File: src/rtl/vga_timing_ctrl.sv
// vga_timing_ctrl: raster counter sequencer for the VGA output path.
// Produces hcount/vcount plus sync, blanking and line/frame markers. All
// outputs are registered from the next-state counts, so every flag lines up
// with the hcount/vcount values it describes.
`timescale 1ns/1ps

module vga_timing_ctrl #(
  parameter int H_ACTIVE = 800,
  parameter int H_FP     = 40,
  parameter int H_SYNC   = 128,
  parameter int H_BP     = 88,
  parameter int V_ACTIVE = 600,
  parameter int V_FP     = 1,
  parameter int V_SYNC   = 4,
  parameter int V_BP     = 23,
  // Must be wide enough to hold H_TOTAL-1 and V_TOTAL-1.
  parameter int CW       = 11
) (
  input  logic          pclk,
  input  logic          rst_n,
  input  logic          en,
  input  logic          restart,
  output logic [CW-1:0] hcount,
  output logic [CW-1:0] vcount,
  output logic          hsync,
  output logic          vsync,
  output logic          hblnk,
  output logic          vblnk,
  output logic          end_of_line,
  output logic          end_of_frame
);

  localparam int H_TOTAL = H_ACTIVE + H_FP + H_SYNC + H_BP;
  localparam int V_TOTAL = V_ACTIVE + V_FP + V_SYNC + V_BP;

  // Boundaries expressed at counter width so every compare is CW bits wide.
  localparam logic [CW-1:0] H_LAST     = CW'(H_TOTAL - 1);
  localparam logic [CW-1:0] V_LAST     = CW'(V_TOTAL - 1);
  localparam logic [CW-1:0] H_BLK_BEG  = CW'(H_ACTIVE);
  localparam logic [CW-1:0] V_BLK_BEG  = CW'(V_ACTIVE);
  localparam logic [CW-1:0] H_SYNC_BEG = CW'(H_ACTIVE + H_FP);
  localparam logic [CW-1:0] H_SYNC_END = CW'(H_ACTIVE + H_FP + H_SYNC);
  localparam logic [CW-1:0] V_SYNC_BEG = CW'(V_ACTIVE + V_FP);
  localparam logic [CW-1:0] V_SYNC_END = CW'(V_ACTIVE + V_FP + V_SYNC);

  logic [CW-1:0] r_hcount;
  logic [CW-1:0] r_vcount;
  logic          r_hsync;
  logic          r_vsync;
  logic          r_hblnk;
  logic          r_vblnk;
  logic          r_eol;
  logic          r_eof;

  logic [CW-1:0] w_h_next;
  logic [CW-1:0] w_v_next;
  logic          w_hsync_next;
  logic          w_vsync_next;
  logic          w_hblnk_next;
  logic          w_vblnk_next;
  logic          w_eol_next;
  logic          w_eof_next;

  // Next raster position: restart wins, then hold when disabled, then advance.
  always_comb begin
    // NOTE: defaults assigned first so every path drives every output;
    // otherwise the synthesizer infers latches for the unassigned paths.
    w_h_next = r_hcount;
    w_v_next = r_vcount;
    if (restart) begin
      w_h_next = '0;
      w_v_next = '0;
    end else if (en) begin
      if (r_hcount == H_LAST) begin
        w_h_next = '0;
        if (r_vcount == V_LAST) begin
          w_v_next = '0;
        end else begin
          w_v_next = r_vcount + 1'b1;
        end
      end else begin
        w_h_next = r_hcount + 1'b1;
      end
    end
  end

  // Decode flags from the next position. Holding the counts holds the flags,
  // and position (0,0) decodes to all-zero flags, matching the reset state.
  always_comb begin
    w_hsync_next = (w_h_next >= H_SYNC_BEG) && (w_h_next < H_SYNC_END);
    w_vsync_next = (w_v_next >= V_SYNC_BEG) && (w_v_next < V_SYNC_END);
    w_hblnk_next = (w_h_next >= H_BLK_BEG);
    w_vblnk_next = (w_v_next >= V_BLK_BEG);
    w_eol_next   = (w_h_next == H_LAST);
    w_eof_next   = (w_h_next == H_LAST) && (w_v_next == V_LAST);
  end

  // Counter and flag registers; async reset returns the raster to (0,0).
  always_ff @(posedge pclk or negedge rst_n) begin
    if (!rst_n) begin
      r_hcount <= '0;
      r_vcount <= '0;
      r_hsync  <= 1'b0;
      r_vsync  <= 1'b0;
      r_hblnk  <= 1'b0;
      r_vblnk  <= 1'b0;
      r_eol    <= 1'b0;
      r_eof    <= 1'b0;
    end else begin
      // NOTE: non-blocking assignments so every register samples the values
      // from before this edge, independent of statement order.
      r_hcount <= w_h_next;
      r_vcount <= w_v_next;
      r_hsync  <= w_hsync_next;
      r_vsync  <= w_vsync_next;
      r_hblnk  <= w_hblnk_next;
      r_vblnk  <= w_vblnk_next;
      r_eol    <= w_eol_next;
      r_eof    <= w_eof_next;
    end
  end

  assign hcount       = r_hcount;
  assign vcount       = r_vcount;
  assign hsync        = r_hsync;
  assign vsync        = r_vsync;
  assign hblnk        = r_hblnk;
  assign vblnk        = r_vblnk;
  assign end_of_line  = r_eol;
  assign end_of_frame = r_eof;

endmodule
File: config.mk
export PLATFORM = sky130hd
export DESIGN_NAME = vga_timing_ctrl
export DESIGN_NICKNAME = d
export VERILOG_FILES = /design/src/rtl/vga_timing_ctrl.sv
export SDC_FILE = /design/constraint.sdc
export NUM_CORES = 1
export LEC_CHECK = 0
export ABC_CLOCK_PERIOD_IN_PS = 5850
export BUFFER_PORTS_ARGS = -buffer_cell sky130_fd_sc_hd__buf_2
export CORE_AREA = 2 2 66 68
export CTS_BUF_LIST = sky130_fd_sc_hd__clkbuf_4 sky130_fd_sc_hd__clkbuf_8
export DETAILED_ROUTE_END_ITERATION = 16
export DIE_AREA = 0 0 68 70
export SLEW_MARGIN = 5
export SYNTH_ARGS = -nofsm -noshare
export SYNTH_HDL_FRONTEND = slang
export SYNTH_SLANG_ARGS = --single-unit
File: constraint.sdc
create_clock -name pclk -period 5.85 [get_ports pclk]
set_input_delay 0.585 -clock pclk [delete_from_list [all_inputs] [get_ports pclk]]
set_output_delay 0.585 -clock pclk [all_outputs]
set_load 0.005 [all_outputs]
==> out/results.ini, run 1 <==
[outcome]
status = complete, no violations

[yosys]
synth_largest_area_cell = dfrtp_1
synth_cells = 163
synth_seq_cells = 28
synth_area_um2 = 1650
synth_adder_area_share_pct = 1.51
synthSimpleGateAreaFrac_pct = 32.1
synth_common_cells = dfrtp_1 (28), nor2_1 (16), nand3_1 (13)
synth_edf_count = 0
synth_cell_type_count = 48
syn_area_per_cell_um2 = 10.1
synth_top_area_share_pct = 42.4
synth_mux_area_share_pct = 1.89
synth_xor_xnor_area_share_pct = 6.36
synth_fp_nets = 169
ys_seq_area_share_pct = 42.4
ys.warnings.count = 0
synth_top_family_by_area = simple AND/OR/NAND/NOR gates
synth_compound_area_share_pct = 11.7
synth_area_leaders = dfrtp_1 (42%), nand3_1 (3.9%), xor2_1 (3.7%)
async_reset_ff_share_pct = 100
ys.flop_type = dfrtp_1
post-synth-top-count-cell = dfrtp_1

[power_and_ir_drop]
p_leak_nw = 0.895
vdd_ir_drop_max_mv = 0.0860
power_density_nw_per_um2 = 196

[flow_run]
max_cap_viol_count = 0

[grt]
grt_max_degree = 29
grt_pass1_wl_um = 6530
antenna_found_initial = 0
gr-usage-all-layers_pct = 17.6
grt-ovfl-total = 0
grt_pass1_vias = 1374

[clock_network]
cts_setup_buffers = 0
path_clk_slew_ns = 0.10
htreeDepth = 1
cts-buffers-inserted = 3
cts_tree = built
hold_buffers = 0
cts_root_buf = clkbuf_8
clkLatencyLatePin_ns = 0.27
cts_resized = 0
clock-sinks = 28
clock_path_buffers = 2

[final_layout]
fin_nets = 199
n_antenna_cell = 0
drive_gt1_share_pct = 28.1
area_growth_pct = 14.5
fin_cells = 244
stdcell_area_um2 = 1890

[timing]
fin_crit_sh_pct = 45.6
skew_ns = 0.00839
slew_headroom_pct = 57.2
tightest_slew_ns = 0.642
slew_violations = 0
fmax_mhz = 375
setup_violations = 0
holdWs_ns = 0.330
min_period_ns = 2.67
fin_tns_setup_ns = 0
final_hold_viol_count = 0
rsz0062_at_grt = no

[critical_path]
critPathKind = reg -> reg
critPathMaxFanout = 16
cpMaxStageDelayCell = dfrtp_1
cp_cell_sequence = ha_1 > and4_1 > nand3_4 > nand2b_2 > nor2_1 > or2_4 > nor4b_4 > nor4bb_2
critPathLaunchType = flop
worst-path-buf-inv = 0
critPathMaxStageDelay_ns = 0.45
setup.worst_path.end_class = flop
required_ns = 6.03
cp_data_arrival_time_ns = 2.84
crit_family = simple AND/OR/NAND/NOR gates

[die]
start_util_pct = 39.9
chipWidth_um = 68
rows = 24
io_pins = 32
dieArea_um2 = 4760
die_h_um = 70
fp.coreArea_um2 = 4140

[place]
dp.cells = 240
gp_congestion = 0.824
placed_area_um2 = 1820
dp_hpwl_um = 2940
io_buffers = 31

[route]
drt-total-wl_um = 3840
vias = 1385
firstDrtPassIters = 4
ant_nets = 0
routedWlPerCell_um = 15.7
drt_iter0_markers = 60
via_per_inst = 5.68
drc = 0

[hold_path]
hold_path.class = in -> async

==> report_power, final <==
group	switching, mW	internal (mW)	total, mW
Sequential	0.00491	0.196	0.201
Clock	0.0587	0.0915	0.150
Combinational	0.0132	0.00716	0.0204
==> metal layers <==
| layer | routed length (um) | part of all wire (%) | track usage, % | up-vias |
|---|---|---|---|---|
| met4 | 24 | 0.63 | 4.89 | 0 |
| li1 | - | - | - | 653 |
| met5 | 0 | 0 | 0 | - |
| met3 | 176 | 4.6 | 2.25 | 2 |
| met1 | 1670 | 43 | 23.2 | 685 |
| met2 | 1970 | 51 | 29.7 | 45 |
==> flip-flops by register name, summed over array words and instances, names as in the netlist <==
register,count
end_of_line,1
vsync,1
hblnk,1
vcount,11
hcount,11
vblnk,1
end_of_frame,1
hsync,1
==> layout by cell type (no fill, tap or decap), types with 3 or more instances in the layout <==
cell type,instances
nand4_1,4
o21ai_0,3
or4_1,3
nor2b_1,3
a21oi_1,5
a21oi_2,3
nor4_1,3
xor2_1,7
and3_1,4
nor3_1,6
and4_1,3
inv_1,4
nor2_1,16
dfrtp_1,28
clkbuf_8,3
nand2_1,11
xnor2_1,5
buf_2,31
nand3_1,13
==> final cells by class <==
cell class	count	area, um2
clock inverter	1	30.0
clock buffer	3	41.3
sequential	28	701
timing repair buffer	31	155
fill	414	2250
tap	52	65.1
inverter	4	15.0
multi-input combinational	125	886
==> stage by stage <==
step / util, % / setup WS (ns) / total power [mW]
4_1_cts: 45.7 / 3.17 / 0.377
5_1_grt: 45.7 / 2.97 / 0.388
3_5_place_dp: 44.0 / 3.04 / 0.225
2_1_floorplan: - / 3.57 / 0.216
3_3_place_gp: 44.0 / 3.18 / 0.225
6_report: 45.7 / 3.18 / 0.372
==> cell families after synthesis <==
family	Yosys count
AO/OA/AOI/OAI	24
XOR/XNOR	12
adder cells (fa/ha/maj)	2
buffers and inverters	10
flip-flops	28
multiplexers	3
AND/OR/NAND/NOR	84
==> path summary, 6_finish.rpt <==
check	from	end	slack, ns	depth (start not counted)
worst min register to register	hcount[1]$_DFF_PN0_	hcount[1]$_DFF_PN0_	0.64	2
max in group asynchronous	rst_n	hcount[6]$_DFF_PN0_	5.10	1
min in group pclk	hcount[1]$_DFF_PN0_	hcount[1]$_DFF_PN0_	0.64	2
worst min-delay path	rst_n	vcount[8]$_DFF_PN0_	0.33	1
worst max-delay path	hcount[0]$_DFF_PN0_	end_of_frame$_DFF_PN0_	3.18	8
worst max register to register	hcount[0]$_DFF_PN0_	end_of_frame$_DFF_PN0_	3.18	8
(Power assumes the default switching activity.)
==> run 2, diff against run 1 <==
--- a/config.mk
+++ b/config.mk
@@ -5,7 +5,7 @@
 export SDC_FILE = /design/constraint.sdc
 export NUM_CORES = 1
 export LEC_CHECK = 0
-export ABC_CLOCK_PERIOD_IN_PS = 5850
+export ABC_CLOCK_PERIOD_IN_PS = 2300
 export BUFFER_PORTS_ARGS = -buffer_cell sky130_fd_sc_hd__buf_2
 export CORE_AREA = 2 2 66 68
 export CTS_BUF_LIST = sky130_fd_sc_hd__clkbuf_4 sky130_fd_sc_hd__clkbuf_8
==> constraint.sdc (replaced) <==
create_clock -name pclk -period 2.3 [get_ports pclk]
set_input_delay 0.23 -clock pclk [delete_from_list [all_inputs] [get_ports pclk]]
set_output_delay 0.23 -clock pclk [all_outputs]
set_load 0.005 [all_outputs]
==> run 2 against run 1 <==
Effect of this change:
- wire length up 10%
- critical path depth unchanged
- sequential share of layout area down 4.2 points
- clock-buffer cell count unchanged
- critical path type unchanged
- critical endpoint is now vblnk$_DFF_PN0_
- largest cell class unchanged
- highest routed layer unchanged
==> out/results.ini, run 2 (same netlist as run 1, synthesis figures left out) <==
[route]
ant_nets = 0  ; unchanged
drc = 0  ; unchanged
firstDrtPassIters = 4  ; unchanged
drt-total-wl_um = 4230  ; +10%
routedWlPerCell_um = 15.5  ; -1.2%
via_per_inst = 5.42  ; -4.5%
vias = 1475  ; +6.5%
drt_iter0_markers = 64  ; +6.7%

[place]
placed_area_um2 = 1990  ; +9.5%
io_buffers = 31  ; unchanged
gp_congestion = 0.857  ; +4.0%
dp_hpwl_um = 3210  ; +9.2%

[final_layout]
mostFrequentLayoutCell = buf_2
stdcell_area_um2 = 2140  ; +13%
multi_input_area_um2 = 921  ; +4.0%
mostFrequentLayoutCells = buf_2 (31), dfrtp_1 (27), buf_4 (27)
drive_gt1_share_pct = 40.0  ; +12 points
nFillCells = 408  ; -1.4%
seqCellArea_um2 = 702  ; +0.18%
fin_nets = 227  ; +14%
n_antenna_cell = 0  ; unchanged
area_growth_pct = 29.6

[timing]
rsz0062_at_grt = yes
fin_tns_setup_ns = 0  ; unchanged
slew_violations = 0  ; unchanged
slew_headroom_pct = 57.9  ; +0.72 points
final_hold_viol_count = 0  ; unchanged
skew_ns = 0.00776  ; -0.000629 ns
fmax_mhz = 440  ; +17%
holdWs_ns = 0.312  ; -0.0179 ns
tightest_slew_ns = 0.632  ; -0.0108 ns
setup_violations = 0  ; unchanged
min_period_ns = 2.27  ; -0.393 ns
fin_crit_sh_pct = 98.9  ; +53 points

[flow_run]
max_cap_viol_count = 0  ; unchanged

[die]
die_h_um = 70  ; unchanged
chipWidth_um = 68  ; unchanged
io_pins = 32  ; unchanged
fp.coreArea_um2 = 4140  ; unchanged
start_util_pct = 39.9  ; unchanged
rows = 24  ; unchanged
dieArea_um2 = 4760  ; unchanged

[grt]
grt_pass1_wl_um = 6960  ; +6.6%
grt-ovfl-total = 0  ; unchanged
antenna_found_initial = 0  ; unchanged
gr-usage-all-layers_pct = 19.2  ; +1.6 points
grt_max_degree = 29  ; unchanged
grt_pass1_vias = 1498  ; +9.0%

[hold_path]
worstHoldStart = en
min_path_cells = 3
hold_path.class = in -> reg
min_to = hcount[0]$_DFF_PN0_

[clock_network]
path_clk_slew_ns = 0.10  ; about the same
clkLatencyLatePin_ns = 0.28  ; about the same
cts_root_buf = clkbuf_8
clock_path_buffers = 2  ; unchanged
clock-sinks = 28  ; unchanged
cts-buffers-inserted = 3  ; unchanged
htreeDepth = 1  ; unchanged
cts_tree = built

[critical_path]
cp_data_arrival_time_ns = 2.44  ; -0.40 ns
worst_r2r_path_depth = 8  ; unchanged
r2r_slack_ns = 0.03  ; -3.16 ns
critPathLaunchType = flop
r2r-end = vblnk$_DFF_PN0_
setup.worst_path.end_class = flop
critPathKind = reg -> reg
required_ns = 2.47  ; -3.56 ns
critPathMaxFanout = 9  ; -7
r2r-start = hcount[5]$_DFF_PN0_

[power_and_ir_drop]
p_leak_nw = 1.06  ; +19%
power_density_nw_per_um2 = 454  ; +130%
vdd_ir_drop_max_mv = 0.313  ; +260%

[outcome]
status = complete, no violations

[run 2: cell types whose count changed in the layout (fill, tap and decap cells not counted)]
cell           delta
nor2_2            +2
and4_4            +2
nor4_1            -1
dfrtp_1           -1
buf_4            +27
and4_2            +1
dfrtp_2           +1
nor4bb_2          -1
nor4_4            +1
nor2_1            -2
and4_1            -3
dlygate4sd3_1     +1
nor4bb_4          +1
[run 2: worst max-delay path by stage]
stage	start	end	slack, ns	cells after the start
2_1_floorplan	hcount[0]$_DFF_PN0_	end_of_frame$_DFF_PN0_	0.15	10
3_3_place_gp	vcount[2]$_DFF_PN0_	end_of_frame$_DFF_PN0_	0.04	7
3_5_place_dp	vcount[2]$_DFF_PN0_	end_of_frame$_DFF_PN0_	-0.06	7
4_1_cts	hcount[1]$_DFF_PN0_	end_of_frame$_DFF_PN0_	0.005	7
5_1_grt	hcount[5]$_DFF_PN0_	vblnk$_DFF_PN0_	-0.08	8
6_report	hcount[5]$_DFF_PN0_	vblnk$_DFF_PN0_	0.03	8
[run 2: repair_timing]
| action | CTS | global route |
|---|---|---|
| endpoints found under the setup margin | 2 | 3 |
| cloned | 0 | 0 |
| resized for setup | 2 | 9 |
| pin swaps | 1 | 3 |
| endpoints found under the hold margin | 28 | 0 |
| buffers inserted | 0 | 4 |
| hold buffers | 1 | 0 |
[run 2: power breakdown]
group | internal (mW) | switching, mW | leakage [nW]
sequential | 0.499 | 0.00391 | 0.387
combinational | 0.0309 | 0.0480 | 0.641
clock | 0.233 | 0.157 | 0.0357
[run 2: area by class of cell]
cell class	count	share of cell area, %
Tap cell	52	3.04
Sequential cell	28	32.8
Clock buffer	3	1.93
Inverter	4	0.701
Timing Repair Buffer	59	17.2
Clock inverter	1	1.40
Multi-Input combinational cell	125	43.0
[run 2: worst max-delay path, stage by stage (launching register included)]
cell	delay [ns]
dfrtp_1	0.42
nor4b_4	0.35
nand3_4	0.17
buf_4	0.18
or4_1	0.48
a21oi_2	0.25
nor3_2	0.08
nand4_2	0.14
o21ai_1	0.10
[run 2: per-layer routing]
metal  wire length [um]  GRT usage [%]  vias to the layer above
met3                157           3.06                       12
met2               2220           32.4                       36
met1               1710           23.3                      716
li1                   -              -                      711
met5                  0              0                        -
met4                129           8.67                        0
[run 2: stage by stage]
stage | instances | total power [mW] | utilization [%] | setup WS (ns)
finish | 272 | 0.972 | 51.7 | 0.0262
global placement | 263 | 0.583 | 48.1 | 0.0419
floorplan | 163 | 0.550 | - | 0.145
global route | 272 | 1.01 | 51.7 | -0.0757
CTS | 268 | 0.982 | 50.3 | 0.00508
detailed placement | 263 | 0.587 | 48.1 | -0.0583
